[src/rtl/pll_rst_seq.sv]
// PLL reset/lock sequencer: pulses the PLL reset, waits for a synchronized and
// debounced lock, retries on timeout, and raises READY only while lock holds.
module pll_rst_seq #(
  parameter int unsigned RST_CYCLES    = 8,
  parameter int unsigned LOCK_TIMEOUT  = 1024,
  parameter int unsigned STABLE_CYCLES = 16,
  parameter int unsigned MAX_RETRIES   = 3,
  parameter int unsigned CNT_WIDTH     = 16
) (
  input  logic       CLK,
  input  logic       RSTN,
  input  logic       LOCKED,
  input  logic       PWRDWN_REQ,
  input  logic       RESTART,
  output logic       PLL_RST,
  output logic       PLL_PWRDWN,
  output logic       READY,
  output logic       FAIL,
  output logic       LOCK_LOST,
  output logic [7:0] RETRY_CNT
);

  localparam int unsigned MAX_SPAN_A = (RST_CYCLES > LOCK_TIMEOUT) ? RST_CYCLES : LOCK_TIMEOUT;
  localparam int unsigned MAX_SPAN   = (MAX_SPAN_A > STABLE_CYCLES) ? MAX_SPAN_A : STABLE_CYCLES;

  if (RST_CYCLES < 1 || LOCK_TIMEOUT < 1 || STABLE_CYCLES < 1) begin : g_bad_cycles
    $error("pll_rst_seq: RST_CYCLES, LOCK_TIMEOUT and STABLE_CYCLES must be >= 1");
  end
  if (MAX_RETRIES > 255) begin : g_bad_retries
    $error("pll_rst_seq: MAX_RETRIES must not exceed 255");
  end
  if (CNT_WIDTH < 32) begin : g_cnt_chk
    if (longint'(MAX_SPAN) > ((longint'(1) << CNT_WIDTH) - 1)) begin : g_cnt_small
      $error("pll_rst_seq: CNT_WIDTH too small for the configured cycle counts");
    end
  end

  localparam logic [CNT_WIDTH-1:0] RST_LAST    = CNT_WIDTH'(RST_CYCLES - 1);
  localparam logic [CNT_WIDTH-1:0] TIMEOUT_LAST = CNT_WIDTH'(LOCK_TIMEOUT - 1);
  localparam logic [CNT_WIDTH-1:0] STABLE_LAST = CNT_WIDTH'(STABLE_CYCLES - 1);
  localparam logic [7:0]           RETRY_LIMIT = 8'(MAX_RETRIES);

  typedef enum logic [2:0] {
    ST_RESET,
    ST_WAIT_LOCK,
    ST_STABLE,
    ST_RUN,
    ST_FAIL,
    ST_PWRDN
  } state_e;

  state_e               state_q, state_d;
  logic [CNT_WIDTH-1:0] cnt_q, cnt_d;
  logic [7:0]           retry_q, retry_d;
  logic                 lk_meta_q, lk_q;
  logic                 cnt_clr, lock_lost_d;
  logic                 pll_rst_q, pwrdwn_q, ready_q, fail_q, lock_lost_q;

  always_comb begin
    // NOTE: every signal gets a default up front so no path can infer a latch.
    state_d     = state_q;
    retry_d     = retry_q;
    cnt_clr     = 1'b0;
    lock_lost_d = 1'b0;

    if (PWRDWN_REQ) begin
      state_d = ST_PWRDN;
    end else if (state_q == ST_PWRDN) begin
      state_d = ST_RESET;
      retry_d = '0;
    end else if (RESTART) begin
      // A restart while already in RESET must still rewind the reset count.
      state_d = ST_RESET;
      retry_d = '0;
      cnt_clr = 1'b1;
    end else begin
      case (state_q)
        ST_RESET: begin
          if (cnt_q == RST_LAST) state_d = ST_WAIT_LOCK;
        end
        ST_WAIT_LOCK: begin
          if (lk_q) begin
            state_d = ST_STABLE;
          end else if (cnt_q == TIMEOUT_LAST) begin
            if (retry_q == RETRY_LIMIT) begin
              state_d = ST_FAIL;
            end else begin
              state_d = ST_RESET;
              retry_d = (retry_q == 8'hFF) ? retry_q : retry_q + 8'd1;
            end
          end
        end
        ST_STABLE: begin
          if (!lk_q) begin
            state_d = ST_WAIT_LOCK;
          end else if (cnt_q == STABLE_LAST) begin
            state_d = ST_RUN;
            retry_d = '0;
          end
        end
        ST_RUN: begin
          if (!lk_q) begin
            state_d     = ST_RESET;
            lock_lost_d = 1'b1;
          end
        end
        ST_FAIL, ST_PWRDN: ;
        default: state_d = ST_RESET;
      endcase
    end

    if (cnt_clr || (state_d != state_q)) begin
      cnt_d = '0;
    end else if (cnt_q == '1) begin
      cnt_d = cnt_q;
    end else begin
      cnt_d = cnt_q + CNT_WIDTH'(1);
    end
  end

  // Outputs are decoded from the next state so they move on the same edge as the state.
  always_ff @(posedge CLK or negedge RSTN) begin
    if (!RSTN) begin
      state_q     <= ST_RESET;
      cnt_q       <= '0;
      retry_q     <= '0;
      lk_meta_q   <= 1'b0;
      lk_q        <= 1'b0;
      pll_rst_q   <= 1'b1;
      pwrdwn_q    <= 1'b0;
      ready_q     <= 1'b0;
      fail_q      <= 1'b0;
      lock_lost_q <= 1'b0;
    end else begin
      // NOTE: non-blocking assignments so every flop samples pre-edge values.
      lk_meta_q   <= LOCKED;
      lk_q        <= lk_meta_q;
      state_q     <= state_d;
      cnt_q       <= cnt_d;
      retry_q     <= retry_d;
      pll_rst_q   <= state_d inside {ST_RESET, ST_FAIL, ST_PWRDN};
      pwrdwn_q    <= (state_d == ST_PWRDN);
      ready_q     <= (state_d == ST_RUN);
      fail_q      <= (state_d == ST_FAIL);
      lock_lost_q <= lock_lost_d;
    end
  end

  assign PLL_RST    = pll_rst_q;
  assign PLL_PWRDWN = pwrdwn_q;
  assign READY      = ready_q;
  assign FAIL       = fail_q;
  assign LOCK_LOST  = lock_lost_q;
  assign RETRY_CNT  = retry_q;

endmodule

[config.mk]
export PLATFORM = sky130hd
export DESIGN_NAME = pll_rst_seq
export DESIGN_NICKNAME = d
export VERILOG_FILES = /design/src/rtl/pll_rst_seq.sv
export SDC_FILE = /design/constraint.sdc
export NUM_CORES = 1
export LEC_CHECK = 0
export BUFFER_PORTS_ARGS = -buffer_cell sky130_fd_sc_hd__buf_2
export CAP_MARGIN = 15
export CORE_UTILIZATION = 40
export DETAILED_ROUTE_END_ITERATION = 7
export PLACE_DENSITY_LB_ADDON = 0.2
export SLEW_MARGIN = 20
export SYNTH_ARGS = -nofsm -noshare
export SYNTH_HDL_FRONTEND = slang
export SYNTH_SLANG_ARGS = --single-unit
[constraint.sdc]
create_clock -name CLK -period 4.85 [get_ports CLK]
set_input_delay 0.485 -clock CLK [delete_from_list [all_inputs] [get_ports CLK]]
set_output_delay 0.485 -clock CLK [all_outputs]
set_load 0.01 [all_outputs]
# Yosys cells after proc, flatten, opt, wreduce, memory -nomap -nowiden
# Index checks and enable logic that the tools add are counted.
# Widths: inputs -> output; s select.
[op_classes]
addsub = 2
n_reduce_logical = 7
bitwise = 1
n_eq_ne = 22
muxes = 30
[ops]
columns = ["op", "count"]
rows = [
  ["$mux 8", 8],
  ["$mux 16", 2],
  ["$mux 3", 10],
  ["$ne 4x4->1 const B", 6],
  ["$add 16x1->16 const B", 1],
  ["$eq 16x10->1 const B", 1],
  ["$eq 16x16->1 const B", 1],
  ["$eq 16x3->1 const B", 1],
  ["$eq 16x4->1 const B", 1],
  ["$pmux 8 s2", 1],
  ["$pmux 3 s5", 1],
  ["$eq 3x3->1 const B", 4],
  ["$eq 3x2->1 const B", 3],
  ["$add 8x1->8 const B", 1],
  ["$eq 8x2->1 const B", 1],
  ["$eq 8x8->1 const B", 1],
  ["$mux 1", 8],
  ["$reduce_and 8->1", 1],
  ["$logic_not 3->1", 2],
  ["$reduce_bool 4->1", 1],
  ["$eq 3x1->1 const B", 1],
  ["$ne 3x3->1", 1],
  ["$reduce_bool 3->1", 1],
  ["$ne 2x2->1 const B", 1],
  ["3 further kinds", 3],
]
[word_totals]
in_bits = 5
wordCells = 72
register_bits = 34

# Depth between registers and ports, before layout
# Gate-level depths: netlist of the first run.
[logic_depth]
word_depth = 11
ltp_mapped = 9

# Worst setup path after synthesis of the first run
# OpenSTA, ideal clock, no wires.
[synth_path]
path_type = "register -> register"
startpoint = "reg retry_q[0] (netlist: RETRY_CNT[0])"
endpoint = "reg retry_q[7] (netlist: RETRY_CNT[7])"
period_less_slack_ns = 2.464
t_arrival_ns = 2.369
stages_incl_launch_ff = 10
path_buffers = 2
required_ns = 4.755
setup_slack_ns = 2.386
cell_sequence = "dfrtp_1 -> ha_1 -> and3_1 -> and3_1 -> a31o_2 -> o41a_1 -> buf_2 -> or3_1 -> buf_2 -> o31ai_1"
[synth_between]
elab_chain_len = 8
word_cells_on_any_way = 13
[synth_lines]
columns = ["element", "line", "text"]
rows = [
  ["start: declaration", "54", "logic [7:0] retry_q, retry_d;"],
  ["start signal: assignment", "140", "retry_q <= retry_d;"],
  ["$add 8x1->8", "89", "retry_d = (retry_q == 8'hFF) ? retry_q : retry_q + 8'd1;"],
  ["$mux 8", "89", ""],
  ["$mux 8", "85", "if (retry_q == RETRY_LIMIT) begin"],
  ["$mux 8", "84", "end else if (cnt_q == TIMEOUT_LAST) begin"],
  ["$mux 8", "82", "if (lk_q) begin"],
  ["$pmux 8 s2", "77", "case (state_q)"],
  ["$mux 8", "71", "end else if (RESTART) begin"],
  ["$mux 8", "68", "end else if (state_q == ST_PWRDN) begin"],
]
# Parallel ways exist; a longest one is shown, timed or not. The select of a mux whose other input is x is not followed.
# A chain may end at the register's enable or synchronous reset.

# Worst setup path after layout of the first run
[layout_path]
startpoint = "reg retry_q[0] (netlist: RETRY_CNT[0])"
endpoint = "reg retry_q[6] (netlist: RETRY_CNT[6])"
# Same word-level chain as after synthesis.

==> results of run 1 <==
-- power by group through the flow --
stage,logic (uW),clock network [uW],registers [uW]
5_1_grt,90.8,336,308
3_5_place_dp,80.9,0,312
3_3_place_gp,80.9,0,312
6_report,80.2,319,307
2_1_floorplan,55.8,0,311
4_1_cts,81.6,324,306
-- logic make-up after synthesis --
logic type               after synthesis  share of synthesized area [%]
multiplexers                           2                           1.03
flip-flops                            34                           43.9
buffers and inverters                 13                           3.03
XOR/XNOR                               7                           3.16
adder cells (fa/ha/maj)                2                           1.29
AND/OR/NAND/NOR                       83                           24.2
AO/OA/AOI/OAI                         66                           23.5
-- flip-flops by register name (all words and copies together), names as in the netlist --
register	count
cnt_q	16
RETRY_CNT	8
state_q	3
FAIL	1
LOCK_LOST	1
PLL_PWRDWN	1
PLL_RST	1
READY	1
lk_meta_q	1
lk_q	1
-- through the flow --
stage	hold WS (ns)	std cells
6_report	0.262	275
2_1_floorplan	0.189	207
3_5_place_dp	0.346	267
5_1_grt	0.283	275
3_3_place_gp	0.334	267
4_1_cts	0.286	275
-- layout make-up --
| class | instances | area, sq um | area share, % |
|---|---|---|---|
| Clock buffer | 5 | 68.8 | 3.15 |
| Sequential cell | 34 | 852 | 39.0 |
| Clock inverter | 3 | 68.8 | 3.15 |
| Multi-Input combinational cell | 160 | 1030 | 47.2 |
| Inverter | 4 | 15.0 | 0.687 |
| Timing Repair Buffer | 17 | 85.1 | 3.89 |
| Tap cell | 52 | 65.1 | 2.98 |
-- worst paths after layout --
| path | slack, ns | cells past startpoint | start | to |
|---|---|---|---|---|
| worst min-delay path | 0.26 | 1 | RSTN | PLL_PWRDWN |
| min in group CLK | 0.29 | 1 | LOCKED | lk_meta_q |
| worst max-delay path | 2.20 | 7 | RETRY_CNT[0] | RETRY_CNT[6] |
| worst min register to register | 0.36 | 0 | lk_meta_q | lk_q |
| max in group asynchronous | 4.11 | 1 | RSTN | cnt_q[6] |
| worst max register to register | 2.20 | 7 | RETRY_CNT[0] | RETRY_CNT[6] |
-- per-layer routing --
metal  part of all wire (%)  vias up  GRT usage, %
li1                       -      813             -
met2                     46       43          28.9
met1                     48      809          23.8
met5                      0        -             0
met3                    3.9        8          3.80
met4                    1.7        0          7.84
-- placed cells by master, fill, tap and decap left out, types with 2 or more instances in the layout --
cell                        count
sky130_fd_sc_hd__a211o_1        2
sky130_fd_sc_hd__a211oi_1      14
sky130_fd_sc_hd__a21o_1         3
sky130_fd_sc_hd__a21oi_1        7
sky130_fd_sc_hd__a31o_2         2
sky130_fd_sc_hd__and2_1         2
sky130_fd_sc_hd__and3_1        12
sky130_fd_sc_hd__buf_2         17
sky130_fd_sc_hd__bufinv_16      2
sky130_fd_sc_hd__clkbuf_8       5
sky130_fd_sc_hd__dfrtp_1       33
sky130_fd_sc_hd__ha_1           2
sky130_fd_sc_hd__inv_1          4
sky130_fd_sc_hd__mux2i_1        2
sky130_fd_sc_hd__nand2_1        8
sky130_fd_sc_hd__nand2b_1       3
sky130_fd_sc_hd__nand3_1       11
sky130_fd_sc_hd__nand4_1        4
sky130_fd_sc_hd__nor2_1        16
sky130_fd_sc_hd__nor2b_1        3
sky130_fd_sc_hd__nor3_1         5
sky130_fd_sc_hd__nor3b_1        2
sky130_fd_sc_hd__nor4_1         2
sky130_fd_sc_hd__nor4b_1        3
sky130_fd_sc_hd__o211ai_1       3
sky130_fd_sc_hd__o21ai_0       10
sky130_fd_sc_hd__o21ai_1        6
sky130_fd_sc_hd__o31ai_1       12
sky130_fd_sc_hd__or2_1          2
sky130_fd_sc_hd__or3_1          2
sky130_fd_sc_hd__xnor2_1        3
sky130_fd_sc_hd__xor2_1         4
-- worst reg2reg max path, stage by stage (launching register included) --
cell	delay (ns)
sky130_fd_sc_hd__dfrtp_1	0.44
sky130_fd_sc_hd__ha_1	0.28
sky130_fd_sc_hd__and3_1	0.19
sky130_fd_sc_hd__and3_1	0.20
sky130_fd_sc_hd__a31o_2	0.24
sky130_fd_sc_hd__o41a_1	0.45
sky130_fd_sc_hd__or3_1	0.51
sky130_fd_sc_hd__o31ai_1	0.24
==> impl_summary.log, run 1 <==
[metrics] type of the tightest min-delay check: input pin to asynchronous set/reset pin
[metrics] post-synthesis cell type with the largest combined area: sky130_fd_sc_hd__dfrtp_1
[metrics] leading cell type by number of instances after synthesis: sky130_fd_sc_hd__dfrtp_1
[metrics] post-detailed-route wirelength per cell: 15.6 um
[metrics] count of maximum capacitance violations: 0
[metrics] starting utilization of the core area: 43.1%
[metrics] type of element launching the critical path: register
[metrics] overall power: 705 uW
[metrics] Worst VDD drop: 188 uV
[metrics] Inserted Clock Buffers: 5
[metrics] global placement routability congestion: 0.769
[metrics] net switching power figure: 178 uW
[metrics] number of buffer cells added on primary ports: 17
[metrics] antenna-violating nets left: 0
[metrics] maximum fanout along the worst path: 10
[metrics] total negative slack for setup checks: 0 ns
[metrics] data arrival time of the critical path: 2.84 ns
[metrics] fraction of the yosys area taken by sequential cells: 43.9%
[metrics] slowest cell on the critical path: sky130_fd_sc_hd__or3_1
[metrics] area added between synthesis and finish: 12.6%
[metrics] cell chain of the critical path: ha_1 > and3_1 > and3_1 > a31o_2 > o41a_1 > or3_1 > o31ai_1
[metrics] via count of the first global-routing pass: 1545
[metrics] share of async-settable or async-resettable flops after synthesis: 100%
[metrics] n_diodes: 0
[metrics] most repeated library cell on the critical path: sky130_fd_sc_hd__and3_1
[metrics] wire length of the first global-routing pass: 7250 um
[metrics] routed via count: 1673
[metrics] static leakage power: 0.000940 uW
[metrics] setup slack of the critical path after layout: 2.20 ns
[metrics] number of antenna violations at the first check in global routing: 0
[metrics] number of placed I/O pins: 18
[metrics] combined area of all synthesized cells: 0.00194 sq mm
[metrics] EDFF count, synth: 0
[metrics] post-layout minimum cycle time: 2.65 ns
[metrics] Final Hold Viols: 0
[metrics] Max Slew Vio Count: 0
[metrics] Core Rows: 24
[metrics] setup repair after global routing missed its margin: false
[metrics] DR pass1 iterations: 4
[metrics] hold buffer count at cts: 0
[metrics] Chip Height: 71.7 um
[metrics] combined global-route utilization of all metal layers: 18.1%
[metrics] maximum clock rate: 0.378 GHz
[metrics] Worst Path Buf+Inv: 0
[metrics] Cells after Synth: 207
[metrics] actual slew at the worst max-slew pin: 0.761 ns
[metrics] Final period util: 54.6%
[metrics] # setup viols final: 0
[metrics] cell types with the highest counts after synthesis: 33 x sky130_fd_sc_hd__dfrtp_1, 16 x sky130_fd_sc_hd__nor2_1, 14 x sky130_fd_sc_hd__a211oi_1
[metrics] kind of cell adding the most delay to the critical path: compound AO/OA/AOI/OAI gates
[metrics] share of final-layout standard cells stronger than drive strength 1: 14.8%
[metrics] Relative slew margins: 49.3%
[metrics] required arrival time at the worst endpoint: 5.04 ns
[metrics] final layout net count: 229
[metrics] post-synth cell types: 49
[metrics] pin count of the biggest net entering global routing: 35
[metrics] buffers inserted by post-CTS timing repair: 0
[metrics] quantity of gates resized following cts: 0
[metrics] maximum level of the CTS H-tree: 2
[metrics] Synthesized Nets: 214
[metrics] final setup skew: 0.00544 ns
[metrics] Yosys warning total: 0
[metrics] post-placement setup slack: 2.24 ns
[metrics] dominant register cell in the synthesized netlist: sky130_fd_sc_hd__dfrtp_1
[metrics] internal power of the cells: 527 uW
[metrics] Via-to-Cell Ratio: 6.08
[metrics] power density cells: 323 mW/mm^2
[metrics] Crit path largest cell delay: 0.51 ns
[metrics] clock-pin slew reported for the worst setup and hold paths after clock tree synthesis: 0.08 ns
[metrics] startpoint-to-endpoint class of the critical path: register to register
[metrics] die width: 71.7 um
[metrics] combinational cell fraction of total power: 11.4%
[metrics] top area cells in the synthesized netlist: sky130_fd_sc_hd__dfrtp_1 43%, sky130_fd_sc_hd__a211oi_1 5.4%, sky130_fd_sc_hd__o31ai_1 4.6%
[metrics] kind of capture point of the worst setup path: register
[metrics] switching part of the total power: 25.3%
[metrics] sequential cell fraction of total power: 43.5%
[metrics] Yosys top cell area share: 42.5%
[metrics] Total Routed Length: 4280 um
[metrics] remaining routing DRC violations: 0
[metrics] First DRT Iteration DRCs: 86
[metrics] clock latency of the later-clocked register in the worst-skew pair: 0.29 ns
[metrics] share of the core filled with cells in the final layout: 48.5%
[metrics] global route overflow: 0
[metrics] layout filler cell count: 441
[metrics] clock root buffer master: sky130_fd_sc_hd__clkbuf_8
[metrics] number of buffers on the longest clock path: 2
[metrics] die outline area: 0.00514 sq mm
[metrics] DP HPWL: 2990 um
[metrics] average instance area after synthesis: 9.38 sq um
[metrics] synthesized flop and latch total: 34
[metrics] area of the core: 0.00450 sq mm
[metrics] CTS tree: done
[metrics] Clock Power Share: 45.2%
[metrics] final std cell area, no fill: 0.00219 sq mm
[metrics] DP Area: 0.00205 sq mm
[metrics] result of the run: complete, no violations
[metrics] clock sink count: 34
No activity file was read; power rests on OpenSTA's default activity.
==> run 2: changes to the inputs <==
- clock period: 4.85 -> 2.5 ns (I/O delays scaled with it)
==> run 2 against run 1 <==
Net effect:
- clock power increased by 34%
- register-to-register slack got worse by 2.0 ns
- first-iteration DRC count decreased by 14%
- highest routed layer unchanged
- largest cell class unchanged
- fmax increased by 14%
- critical endpoint unchanged
- power increased by 71%
==> impl_summary.log, run 2 (synthesis gave the netlist of run 1 again) <==
[metrics] post-placement setup slack: 0.105 ns (-2.13 ns)
[metrics] post-detailed-route wirelength per cell: 15.1 um (-2.7%)
[metrics] data arrival time of the critical path: 2.53 ns (-0.31 ns)
[metrics] die outline area: 0.00514 sq mm (unchanged)
[metrics] reg-to-reg startpoint: RETRY_CNT[1]
[metrics] end point of the critical path: RETRY_CNT[6]
[metrics] Final Hold Viols: 0 (unchanged)
[metrics] global placement routability congestion: 0.804 (+4.5%)
[metrics] Largest Register: cnt_q
[metrics] buffers inserted by post-CTS timing repair: 0 (unchanged)
[metrics] share of the core filled with cells in the final layout: 49.7% (+1.2 points)
[metrics] combinational cell fraction of total power: 15.6% (+4.2 points)
[metrics] Chip Height: 71.7 um (unchanged)
[metrics] post-layout minimum cycle time: 2.32 ns (-0.324 ns)
[metrics] via count of the first global-routing pass: 1611 (+4.3%)
[metrics] DR pass1 iterations: 4 (unchanged)
[metrics] setup repair after global routing missed its margin: false
[metrics] number of antenna violations at the first check in global routing: 0 (unchanged)
[metrics] launching element of the worst setup path: RETRY_CNT[1]
[metrics] quantity of gates resized following cts: 0 (unchanged)
[metrics] # setup viols final: 0 (unchanged)
[metrics] setup slack of the critical path after layout: 0.175 ns (-2.03 ns)
[metrics] startpoint-to-endpoint class of the critical path: register to register
[metrics] net switching power figure: 340 uW (+91%)
[metrics] maximum clock rate: 0.430 GHz (+14%)
[metrics] First DRT Iteration DRCs: 74 (-14%)
[metrics] wire length of the first global-routing pass: 7400 um (+2.2%)
[metrics] static leakage power: 0.000982 uW (+4.5%)
[metrics] max reg flops: 16 (unchanged)
[metrics] die width: 71.7 um (unchanged)
[metrics] DP Area: 0.00214 sq mm (+4.6%)
[metrics] total negative slack for setup checks: 0 ns (unchanged)
[metrics] detailed route wirelength on metal2: 1940 um (-1.6%)
[metrics] maximum level of the CTS H-tree: 2 (unchanged)
[metrics] antenna-violating nets left: 0 (unchanged)
[metrics] Reg-to-Reg End: RETRY_CNT[6]
[metrics] area added between synthesis and finish: 15.3%
[metrics] clock latency of the later-clocked register in the worst-skew pair: 0.29 ns (about the same)
[metrics] actual slew at the worst max-slew pin: 0.770 ns (+0.00924 ns)
[metrics] highest routed layer: met4
[metrics] number of buffer cells added on primary ports: 17 (unchanged)
[metrics] final std cell area, no fill: 0.00224 sq mm (+2.5%)
[metrics] power density cells: 539 mW/mm^2 (+67%)
[metrics] required arrival time at the worst endpoint: 2.70 ns (-2.34 ns)
[metrics] switching part of the total power: 28.2% (+2.9 points)
[metrics] sequential cell fraction of total power: 48.9% (+5.4 points)
[metrics] DP HPWL: 3060 um (+2.1%)
[metrics] n_diodes: 0 (unchanged)
[metrics] share of final-layout standard cells stronger than drive strength 1: 18.8% (+4.0 points)
[metrics] overall power: 1210 uW (+71%)
[metrics] result of the run: complete, no violations
[metrics] Worst VDD drop: 291 uV (+55%)
[metrics] leading cell type in the layout, fill and taps excluded: sky130_fd_sc_hd__dfrtp_1
[metrics] Final period util: 93.0% (+38 points)
[metrics] Max Slew Vio Count: 0 (unchanged)
[metrics] clock root buffer master: sky130_fd_sc_hd__clkbuf_8
[metrics] starting utilization of the core area: 43.1% (unchanged)
[metrics] final layout net count: 240 (+4.8%)
[metrics] clock-pin slew reported for the worst setup and hold paths after clock tree synthesis: 0.07 ns (about the same)
[metrics] count of maximum capacitance violations: 0 (unchanged)
[metrics] hold buffer count at cts: 0 (unchanged)
[metrics] Total Routed Length: 4330 um (+1.2%)
[metrics] clock sink count: 34 (unchanged)
[metrics] pin count of the biggest net entering global routing: 35 (unchanged)
[metrics] kind of capture point of the worst setup path: register
[metrics] R2R setup slack: 0.18 ns (-2.03 ns)
[metrics] type of element launching the critical path: register
[metrics] depth of the most critical reg-to-reg path: 7 (unchanged)
[metrics] area of the core: 0.00450 sq mm (unchanged)
[metrics] Inserted Clock Buffers: 5 (unchanged)
[metrics] global route overflow: 0 (unchanged)
[metrics] remaining routing DRC violations: 0 (unchanged)
[metrics] number of placed I/O pins: 18 (unchanged)
[metrics] Via-to-Cell Ratio: 5.85 (-3.8%)
[metrics] routed via count: 1673 (unchanged)
[metrics] CTS tree: done
[metrics] Core Rows: 24 (unchanged)
[metrics] top library cells by usage in the layout, fill and taps aside: 33 x sky130_fd_sc_hd__dfrtp_1, 17 x sky130_fd_sc_hd__buf_2, 16 x sky130_fd_sc_hd__nor2_1
[metrics] combined global-route utilization of all metal layers: 18.7% (+0.57 points)
[metrics] detailed-route wire length on metal 1: 2200 um (+6.4%)
[metrics] type of the tightest min-delay check: input pin to asynchronous set/reset pin
[metrics] met3 wire length: 120 um (-28%)
[metrics] number of buffers on the longest clock path: 2 (unchanged)
[metrics] Clock Power Share: 35.6% (-9.6 points)
[metrics] internal power of the cells: 866 uW (+64%)
[metrics] final setup skew: 0.00702 ns (+0.00158 ns)
[metrics] Relative slew margins: 48.6% (-0.62 points)
[metrics] maximum fanout along the worst path: 7 (-3)
[run 2: cell types whose count changed in the layout (fill, tap and decap cells not counted), sizes merged]
cell / previous run / this run
buf: 17 / 28
bufinv: 2 / 0
clkbuf: 5 / 7
[run 2: worst max-delay path, stage by stage, from the launching register on]
cell and delay, ns:
sky130_fd_sc_hd__dfrtp_1 0.41, sky130_fd_sc_hd__ha_1 0.24, sky130_fd_sc_hd__and3_1 0.19, sky130_fd_sc_hd__and3_1 0.20, sky130_fd_sc_hd__a31o_2 0.24, sky130_fd_sc_hd__o41a_1 0.32, sky130_fd_sc_hd__or3_4 0.43, sky130_fd_sc_hd__o31ai_1 0.20
[run 2: how the worst min path moves through the flow]
stage                              end      start  slack (ns)
after floorplan                   FAIL       RSTN       -0.05
after detailed placement          lk_q  lk_meta_q        0.34
after global placement            lk_q  lk_meta_q        0.33
after global routing         lk_meta_q     LOCKED        0.05
final                     RETRY_CNT[2]       RSTN        0.03
after CTS                 RETRY_CNT[2]       RSTN        0.05
[run 2: area by class of cell]
class / count / area [sq um]
clock buffer: 7 / 86.3
timing repair buffer: 28 / 180
multi-input combinational: 160 / 1040
inverter: 4 / 15.0
fill: 446 / 2260
sequential: 34 / 852
clock inverter: 1 / 5.00
tap: 52 / 65.1
[run 2: per-stage QoR]
stage | cells | hold slack (ns)
CTS | 286 | 0.0523
global route | 286 | 0.0471
detailed placement | 278 | 0.340
global placement | 278 | 0.334
finish | 286 | 0.0281
floorplan | 207 | -0.0456
[run 2: power by group through the flow]
stage                     Sequential, uW  Clock, uW  Combinational [uW]
after floorplan                      603          0                 108
after global placement               599          0                 186
after detailed placement             600          0                 187
after CTS                            590        437                 188
after global routing                 592        459                 207
final                                589        429                 188
[run 2: routing by layer]
layer,track usage (%),vias to the layer above
li1,-,842
met1,24.7,798
met2,29.1,27
met3,4.64,6
met4,8.28,0
met5,0,-
